File: config.mk
export PLATFORM = sky130hd
export DESIGN_NAME = qpsk_rx_deframer
export DESIGN_NICKNAME = d
export VERILOG_FILES = /design/src/rtl/rx_pkg.sv /design/src/rtl/hdr_correlator.sv /design/src/rtl/qpsk_rx_deframer.sv
export SDC_FILE = /design/constraint.sdc
export NUM_CORES = 1
export LEC_CHECK = 0
export ABC_AREA = 1
export CAP_MARGIN = 30
export CORE_MARGIN = 10
export CORE_UTILIZATION = 47
export CTS_CLUSTER_SIZE = 16
export DETAILED_ROUTE_END_ITERATION = 12
export GPL_TIMING_DRIVEN = 0
export PLACE_DENSITY = 0.74
export SLEW_MARGIN = 20
export SYNTH_ARGS = -nofsm -noshare
export SYNTH_HDL_FRONTEND = slang
export SYNTH_SLANG_ARGS = --single-unit
File: constraint.sdc
create_clock -name clk -period 1.23 [get_ports clk]
set_input_delay 0.3075 -clock clk [delete_from_list [all_inputs] [get_ports clk]]
set_output_delay 0.3075 -clock clk [all_outputs]
set_load 0.05 [all_outputs]
File: src/rtl/rx_pkg.sv
// rx_pkg -- shared definitions for the QPSK receive deframer.
//
// Holds the deframer state encoding, the per-component sample width and the
// default frame header. The header is HDR_LEN_DEF symbols wide at two bits per symbol.
// Symbol k sits in bits [2k+1:2k], with I in the MSB and Q in the LSB.
// Symbol 0 is the first one on the air.
package rx_pkg;

  typedef enum logic {
    HUNT    = 1'b0,
    PAYLOAD = 1'b1
  } rx_state_e;

  localparam int SAMPLE_W = 12;

  localparam int          HDR_LEN_DEF     = 16;
  localparam logic [31:0] HDR_PATTERN_DEF = 32'hF3A0_5C96;

endpackage

File: src/rtl/hdr_correlator.sv
// hdr_correlator -- header shift register and match detector.
//
// Each cycle with shift high, the decided symbol is shifted into a
// 2*HDR_LEN-bit register. The newest symbol goes into the LSB pair, so once a
// full header has arrived, symbol 0 sits in the MSB pair. The match is taken on
// the value being shifted in. The match pulse therefore lines up with the
// decision of the final header symbol, and the very next decision can be
// payload.
//
// Build option: define RX_HDR_TOL_EN to accept a header that is within a
// Hamming distance of 1 bit of HDR_PATTERN. Without it, only an exact match is
// accepted.
//
// Ports:
//   clk    in   clock
//   rst_n  in   synchronous active-low reset
//   shift  in   shift sym into the register this cycle
//   sym    in   [1] = I bit, [0] = Q bit
//   clear  in   zero the register (takes priority over shift)
//   match  out  one-cycle pulse, combinational with shift
//
// HDR_LEN must be at least 2.
module hdr_correlator
  import rx_pkg::*;
#(
  parameter int                    HDR_LEN     = HDR_LEN_DEF,
  parameter logic [2*HDR_LEN-1:0]  HDR_PATTERN = HDR_PATTERN_DEF
) (
  input  logic       clk,
  input  logic       rst_n,
  input  logic       shift,
  input  logic [1:0] sym,
  input  logic       clear,
  output logic       match
);

  localparam int             W   = 2 * HDR_LEN;
  localparam logic [W-1:0]   ONE = W'(1);

  logic [W-1:0] sr;
  logic [W-1:0] sr_next;
  logic [W-1:0] ref_pattern;
  logic [W-1:0] diff;
  logic         hit;

  // The pattern lists symbol 0 in the LSB pair, but the register holds it in
  // the MSB pair. Reverse the pair order once so the two line up.
  always_comb begin
    ref_pattern = '0;
    for (int k = 0; k < HDR_LEN; k++) begin
      ref_pattern[2*(HDR_LEN-1-k) +: 2] = HDR_PATTERN[2*k +: 2];
    end
  end

  assign sr_next = {sr[W-3:0], sym};
  assign diff    = sr_next ^ ref_pattern;

`ifdef RX_HDR_TOL_EN
  // Clearing the lowest set bit leaves zero only when at most one bit differs.
  assign hit = ((diff & (diff - ONE)) == '0);
`else
  assign hit = (diff == '0);
  logic unused_one;
  assign unused_one = ONE[0];
`endif

  assign match = shift & hit;

  always_ff @(posedge clk) begin
    if (!rst_n) begin
      sr <= '0;
    end else if (clear) begin
      sr <= '0;
    end else if (shift) begin
      sr <= sr_next;
    end
  end

endmodule

File: src/rtl/qpsk_rx_deframer.sv
// qpsk_rx_deframer -- QPSK receive decimator, hard demapper and deframer.
//
// Accepts 24-bit I/Q samples. It keeps one sample in DECIM: the one at phase
// SAMPLE_PHASE. That sample is hard-decided on its sign bits and fed to the
// header correlator. After a header match, it emits PAYLOAD_LEN bit pairs,
// flagging the last one.
//
// Build option: RX_HDR_TOL_EN (see hdr_correlator) enables a header match
// that tolerates one bit error.
//
// Ports:
//   clk        in   clock
//   rst_n      in   synchronous active-low reset
//   in_valid   in   sample valid
//   in_data    in   [23:12] I, [11:0] Q, two's complement
//   in_ready   out  sample ready
//   out_valid  out  payload symbol valid
//   out_ready  in  sink ready
//   out_i      out  I bit
//   out_q      out  Q bit
//   out_last   out  high with the final payload symbol of a frame
//   locked     out  high while in PAYLOAD
//   dbg_state  out  current FSM state
//
// Handshake: a transfer happens on any rising edge where valid and ready are
// both high. The output register holds out_valid/out_i/out_q/out_last steady
// while out_valid & ~out_ready. in_ready = ~out_valid | out_ready. As a result,
// a new decision can only load the register once the previous symbol is
// leaving or has already left.
module qpsk_rx_deframer
  import rx_pkg::*;
#(
  parameter int                    DECIM        = 8,
  parameter int                    SAMPLE_PHASE = 4,
  parameter int                    HDR_LEN      = HDR_LEN_DEF,
  parameter logic [2*HDR_LEN-1:0]  HDR_PATTERN  = HDR_PATTERN_DEF,
  parameter int                    PAYLOAD_LEN  = 256
) (
  input  logic                  clk,
  input  logic                  rst_n,
  input  logic                  in_valid,
  input  logic [2*SAMPLE_W-1:0] in_data,
  output logic                  in_ready,
  output logic                  out_valid,
  input  logic                  out_ready,
  output logic                  out_i,
  output logic                  out_q,
  output logic                  out_last,
  output logic                  locked,
  output rx_state_e             dbg_state
);

  localparam int PH_W  = (DECIM > 1) ? $clog2(DECIM) : 1;
  localparam int CNT_W = (PAYLOAD_LEN > 1) ? $clog2(PAYLOAD_LEN) : 1;

  rx_state_e        state_q, state_d;
  logic [PH_W-1:0]  ph;
  logic [CNT_W-1:0] cnt;
  logic             accept;
  logic             decide;
  logic             sym_i, sym_q;
  logic             match;
  logic             last_sym;
  logic             hdr_shift;

  assign in_ready = ~out_valid | out_ready;
  assign accept   = in_valid & in_ready;
  assign decide   = accept & (ph == PH_W'(SAMPLE_PHASE));

  // Sign bit is the decision: positive (or zero) -> 0, negative -> 1.
  assign sym_i = in_data[2*SAMPLE_W-1];
  assign sym_q = in_data[SAMPLE_W-1];

  logic unused_bits;
  assign unused_bits = ^{in_data[2*SAMPLE_W-2:SAMPLE_W], in_data[SAMPLE_W-2:0]};

  assign hdr_shift = decide & (state_q == HUNT);
  assign last_sym  = decide & (state_q == PAYLOAD) &
                     (cnt == CNT_W'(PAYLOAD_LEN - 1));

  hdr_correlator #(
    .HDR_LEN     (HDR_LEN),
    .HDR_PATTERN (HDR_PATTERN)
  ) u_corr (
    .clk   (clk),
    .rst_n (rst_n),
    .shift (hdr_shift),
    .sym   ({sym_i, sym_q}),
    .clear (last_sym),
    .match (match)
  );

  // FSM state register
  always_ff @(posedge clk) begin
    if (!rst_n) begin
      state_q <= HUNT;
    end else begin
      state_q <= state_d;
    end
  end

  // FSM next state
  always_comb begin
    state_d = state_q;
    case (state_q)
      HUNT:    if (match)    state_d = PAYLOAD;
      PAYLOAD: if (last_sym) state_d = HUNT;
      default: state_d = HUNT;
    endcase
  end

  assign locked    = (state_q == PAYLOAD);
  assign dbg_state = state_q;

  // Sample phase, payload counter and output register
  always_ff @(posedge clk) begin
    if (!rst_n) begin
      ph        <= '0;
      cnt       <= '0;
      out_valid <= 1'b0;
      out_i     <= 1'b0;
      out_q     <= 1'b0;
      out_last  <= 1'b0;
    end else begin
      if (accept) begin
        ph <= (ph == PH_W'(DECIM - 1)) ? '0 : ph + PH_W'(1);
      end

      if (match) begin
        cnt <= '0;
      end else if (decide && state_q == PAYLOAD) begin
        cnt <= last_sym ? '0 : cnt + CNT_W'(1);
      end

      if (decide && state_q == PAYLOAD) begin
        out_valid <= 1'b1;
        out_i     <= sym_i;
        out_q     <= sym_q;
        out_last  <= last_sym;
      end else if (out_ready) begin
        out_valid <= 1'b0;
        out_last  <= 1'b0;
      end
    end
  end

endmodule

==> impl_metrics.json, run 1 <==
{
  "dp_hpwl_um": 2790,
  "syn_to_final_growth_pct": 31.6,
  "tightest_slew_ns": 0.435,
  "hold_path.startpoint": "out_ready",
  "p_leak_nw": 1.05,
  "grt-ovfl-total": 0,
  "totalWireLength_um": 4660,
  "slew_viol_final": 0,
  "ys_warn_count": 0,
  "ys_seq_area_share_pct": 43.0,
  "grt_pass1_vias": 1818,
  "fillers": 368,
  "cts_root_buffer": "clkbuf_8",
  "drt_iter0_drc": 104,
  "slew-limit-headroom_pct": 71.0,
  "end_kind": "flip-flop",
  "fin_ws_ns": -0.221,
  "fin_crit_sh_pct": 118,
  "top_layer": "met4",
  "critPathKind": "reg -> reg",
  "insertion_delay_ns": 0.30,
  "grt_pass1_wl_um": 7770,
  "syn_inst": 298,
  "htreeDepth": 2,
  "timing.setup.tns_ns": -7.98,
  "wl_met1_um": 2140,
  "synth_top_family_by_area": "simple AND/OR/NAND/NOR gates",
  "min_to": "out_last",
  "layout.nets": 370,
  "regToRegStartpoint": "ph[0]",
  "met2WireLength_um": 2290,
  "dieArea_mm2": 0.00765,
  "synthAdderAreaFrac_pct": 2.34,
  "max_freq_mhz": 689,
  "r2r_setup_slack_ns": -0.22,
  "synthArstFlopShare_pct": 0,
  "synth_edf_count": 0,
  "syn-cell-area_mm2": 0.00214,
  "whs_ns": 0.455,
  "synth.area.mux_share_pct": 0,
  "hold_depth": 4,
  "synth_fp_nets": 330,
  "violations": "negative setup slack",
  "dieWidth_um": 87.5,
  "firstDrtPassIters": 4,
  "drive_gt1_share_pct": 32.7,
  "antennaDiodeCount": 0,
  "vdd_ir_drop_max_v": 0.000626,
  "synth_top_area_share_pct": 43.0,
  "syn_avg_cell_area_um2": 7.18,
  "path_clk_slew_ns": 0.08,
  "post_drt_wl_per_cell_um": 11.9,
  "synth-xor-area-share_pct": 0,
  "die-height_um": 87.5,
  "skew_ns": 0.0108,
  "wl_met3_um": 107,
  "synth-seq-cells": 46,
  "synth_common_cells": "109 x nand2_1, 46 x dfxtp_1, 33 x inv_1, 29 x a21oi_1, 26 x nor2_1",
  "synth_compound_area_share_pct": 10.9,
  "cts_tree": "built",
  "synth_top_area_cell": "dfxtp_1",
  "startpoint_type": "flip-flop",
  "initial_core_util_pct": 48.8,
  "cp.arrival_ns": 1.65,
  "ant_nets": 0,
  "remaining_drc_errors": 0,
  "antenna_found_initial": 0,
  "power_density_mw_per_mm2": 928,
  "synthTopCellsByArea": "dfxtp_1 43%, nand2_1 19%, a21oi_1 6.8%",
  "synth_ff_type": "dfxtp_1",
  "worstRegToRegCells": 11,
  "required_ns": 1.43,
  "finalHoldViolations": 0,
  "grt.total_usage_pct": 12.4,
  "core_mm2": 0.00438,
  "cp_max_fo": 5,
  "hold_buffers": 0,
  "setup_viol": 44,
  "grt_max_degree": 16,
  "fin_crit_ns": 1.45,
  "synth.distinct_cells": 26,
  "cts_buffer_depth": 2,
  "r2r-end": "u_corr.sr[7]",
  "vias": 1885,
  "portBuffers": 12,
  "maxCapViolations": 0,
  "grt_setup_unrepaired": "yes",
  "hold_class": "in -> reg",
  "synth-simple-area-share_pct": 32.8,
  "io_pins": 35,
  "rows": 24,
  "numCtsBuffers": 5,
  "viasPerCell": 4.82,
  "cts_sinks": 46,
  "status": "finished with violations",
  "globalplace.congestion": 0.849,
  "synth_most_common_cell": "nand2_1"
}
[critical path, stage by stage (launching register included)]
cell     delay, ns
dfxtp_2       0.33
inv_2         0.07
ha_4          0.14
nand2_4       0.05
inv_4         0.05
nand3_4       0.08
nor2_4        0.14
nand3_4       0.12
nand2_8       0.11
buf_12        0.11
buf_8         0.11
a21oi_2       0.03
[report_power, final]
group | leakage [nW] | switching (mW) | internal [mW]
clock | 0.0484 | 0.531 | 0.402
sequential | 0.374 | 0.00513 | 1.49
combinational | 0.629 | 0.0896 | 0.0921
total | 1.05 | 0.626 | 1.98
[placed cells by master, fill, tap and decap left out, types with 4 or more instances in the layout]
master,n
nand3_1,9
inv_1,29
nand2_2,7
a21oi_2,27
dfxtp_2,4
buf_4,17
nand2_1,101
inv_2,5
buf_6,13
nor2_1,25
dfxtp_1,40
clkbuf_8,5
a21oi_1,8
[per-layer routing]
metal	track usage (%)	up-vias
met5	0	-
met4	5.80	0
met3	2.81	9
met2	21.4	24
met1	13.9	853
li1	-	999
[cells by family (layout without fill, tap and decap cells)]
group,count (synthesis),count (layout)
AO/OA/AOI/OAI,41,41
adder cells (fa/ha/maj),4,4
buffers and inverters,47,88
flip-flops,46,46
AND/OR/NAND/NOR,160,160
[final cells by class]
cell class,instances,area [µm²],area share (%)
clock buffer,5,68.8,2.44
multi-input combinational,205,1140,40.6
tap,52,65.1,2.31
sequential,46,933,33.2
clock inverter,3,20.0,0.711
inverter,36,140,4.98
buffer,11,133,4.71
timing repair buffer,33,312,11.1
[state kept, by name (all words and copies together), names as in the netlist]
signal and flops:
out_valid 1, cnt 8, dbg_state 1, out_q 1, out_last 1, u_corr.sr 30
out_i 1, ph 3
[repair_timing]
item,4_1_cts,5_1_grt
cloned,4,2
buffers inserted,12,4
gates resized for setup,72,33
endpoints found under the setup margin,50,49
endpoints found under the hold margin,0,0
pin swaps,7,6
[stage by stage]
stage               cells  setup slack, ns  cell area [µm²]  util, %  total power, mW
floorplan             298           -0.107             2190        -             1.61
global placement      362           -0.811             2370     54.2             1.64
detailed placement    362           -0.813             2370     54.2             1.65
CTS                   386           -0.212             2680     61.2             2.63
global route          391           -0.299             2820     64.2             2.71
finish                391           -0.221             2820     64.2             2.61
[worst max path at each step]
stage	from	to	slack, ns	depth (start not counted)
floorplan	ph[1]	u_corr.sr[29]	-0.11	10
global placement	out_ready	in_ready	-0.81	4
global route	ph[1]	cnt[2]	-0.30	9
CTS	ph[0]	u_corr.sr[10]	-0.21	11
finish	ph[0]	u_corr.sr[7]	-0.22	11
detailed placement	out_ready	in_ready	-0.81	4
Note: power is estimated with default switching activity, not from simulation.
==> run 2: changes to the inputs <==
Settings changed: CORE_UTILIZATION 47 to 45, PLACE_DENSITY 0.74 to 0.72.
==> run 2 against run 1 <==
Effect of this change: the flow still finishes with violations (negative setup slack); utilization down 6.5 points; worst setup slack better by 0.030 ns; sequential share of layout area up 1.6 points; count of clock-buffer cells in the layout unchanged; final cell count down 2.3%; clock skew about the same; hold slack worse by 0.13 ns; total power down 0.81%; global-route usage down 0.61 points; combinational power down 20%; critical path type unchanged; highest routed layer unchanged.
==> impl_metrics.json, run 2 (synthesized netlist as in run 1, its figures left out) <==
{
  "cts_buffer_depth": 2,
  "antenna_found_initial": 0,
  "final_common_cell": "nand2_1",
  "startpoint_type": "flip-flop",
  "drt_iter0_drc": 127,
  "fillers": 422,
  "firstDrtPassIters": 4,
  "remaining_drc_errors": 0,
  "maxCapViolations": 0,
  "dp_hpwl_um": 2800,
  "top_register": "u_corr.sr",
  "place_area_mm2": 0.00238,
  "dieArea_mm2": 0.00791,
  "hold_path.startpoint": "in_data[11]",
  "hold_class": "in -> reg",
  "vdd_ir_drop_max_v": 0.000528,
  "required_ns": 1.43,
  "max_freq_mhz": 704,
  "cp_max_fo": 5,
  "htreeDepth": 2,
  "cts_root_buffer": "clkbuf_8",
  "core_mm2": 0.00466,
  "fin_crit_sh_pct": 116,
  "cts_tree": "built",
  "insertion_delay_ns": 0.30,
  "timing.setup.tns_ns": -7.08,
  "slew_viol_final": 0,
  "layout.nets": 359,
  "top_regs": "u_corr.sr: 30 flops, cnt: 8 flops, ph: 3 flops",
  "tightest_slew_ns": 0.421,
  "layout_common_cells": "104 x nand2_1, 40 x dfxtp_1, 31 x a21oi_2",
  "totalWireLength_um": 4310,
  "finalHoldViolations": 0,
  "numCtsBuffers": 5,
  "hold_buffers": 0,
  "slew-limit-headroom_pct": 71.9,
  "regToRegStartpoint": "cnt[0]",
  "power_density_mw_per_mm2": 964,
  "grt_setup_unrepaired": "yes",
  "globalplace.congestion": 0.773,
  "largest_reg_flops": 30,
  "syn_to_final_growth_pct": 25.6,
  "violations": "negative setup slack",
  "io_pins": 35,
  "antennaDiodeCount": 0,
  "grt_max_degree": 16,
  "status": "finished with violations",
  "fin_ws_ns": -0.191,
  "setup_viol": 44,
  "drive_gt1_share_pct": 30.2,
  "grt-ovfl-total": 0,
  "vias": 1842,
  "p_leak_nw": 1.00,
  "cp.arrival_ns": 1.62,
  "rows": 25,
  "critPathKind": "reg -> reg",
  "skew_ns": 0.0108,
  "portBuffers": 12,
  "initial_core_util_pct": 45.9,
  "grt.total_usage_pct": 11.8,
  "end_kind": "flip-flop",
  "post_drt_wl_per_cell_um": 11.3,
  "grt_pass1_wl_um": 7470,
  "grt_pass1_vias": 1706,
  "viasPerCell": 4.82,
  "crit_path_start": "cnt[0]",
  "path_clk_slew_ns": 0.09,
  "ant_nets": 0,
  "dieWidth_um": 89.0,
  "fin_area_mm2": 0.00269,
  "die-height_um": 89.0,
  "cts_sinks": 46,
  "fin_crit_ns": 1.42
}
==> run 2: per-stage QoR <==
step | setup slack, ns | total power [mW] | cells | hold WS, ns | utilization [%]
after floorplan | -0.107 | 1.61 | 298 | 0.437 | -
after global placement | -0.811 | 1.64 | 364 | 0.451 | 51.0
after detailed placement | -0.822 | 1.65 | 364 | 0.452 | 51.0
after CTS | -0.184 | 2.60 | 382 | 0.459 | 56.6
after global routing | -0.285 | 2.69 | 382 | 0.326 | 57.7
final | -0.191 | 2.59 | 382 | 0.326 | 57.7
==> run 2: area by class of cell <==
class | count | area, µm² | area share [%]
buffer | 11 | 103 | 3.82
inverter | 36 | 135 | 5.03
tap | 54 | 67.6 | 2.51
clock inverter | 3 | 20.0 | 0.745
sequential | 46 | 933 | 34.7
multi-input combinational | 205 | 1150 | 42.9
clock buffer | 5 | 68.8 | 2.56
timing repair buffer | 22 | 208 | 7.73
==> run 2: report_power, final <==
part	switching [mW]	internal, mW
sequential	0.00509	1.49
clock	0.546	0.402
combinational	0.0805	0.0656
total	0.631	1.96
==> run 2: per-layer routing <==
layer  global-route usage (%)  vias to the layer above  part of all wire (%)
li1                         -                      980                     -
met1                     14.5                      833                    47
met2                     18.9                       22                    48
met3                     3.56                        7                   4.0
met4                     4.48                        0                   1.3
met5                        0                        -                     0
==> run 2: worst paths after layout <==
check,endpoint,slack [ns],cells past startpoint
hold / removal,out_q,0.33,3
setup / recovery,cnt[5],-0.19,7
setup reg to reg,cnt[5],-0.19,7
hold reg to reg,u_corr.sr[28],0.47,2
==> run 2: repair_timing <==
item	4_1_cts	5_1_grt
resized for setup	76	17
cloned	2	0
pin swaps	3	1
buffers inserted	8	0
setup endpoints to repair	50	49
==> run 2: worst max-delay path: stages (launching register included) <==
cell and delay [ns]:
dfxtp_2 0.37, ha_1 0.16, nand2_1 0.14, nor3_4 0.20, nand3_4 0.14, buf_4 0.17, nand3_1 0.08, nor2_1 0.05
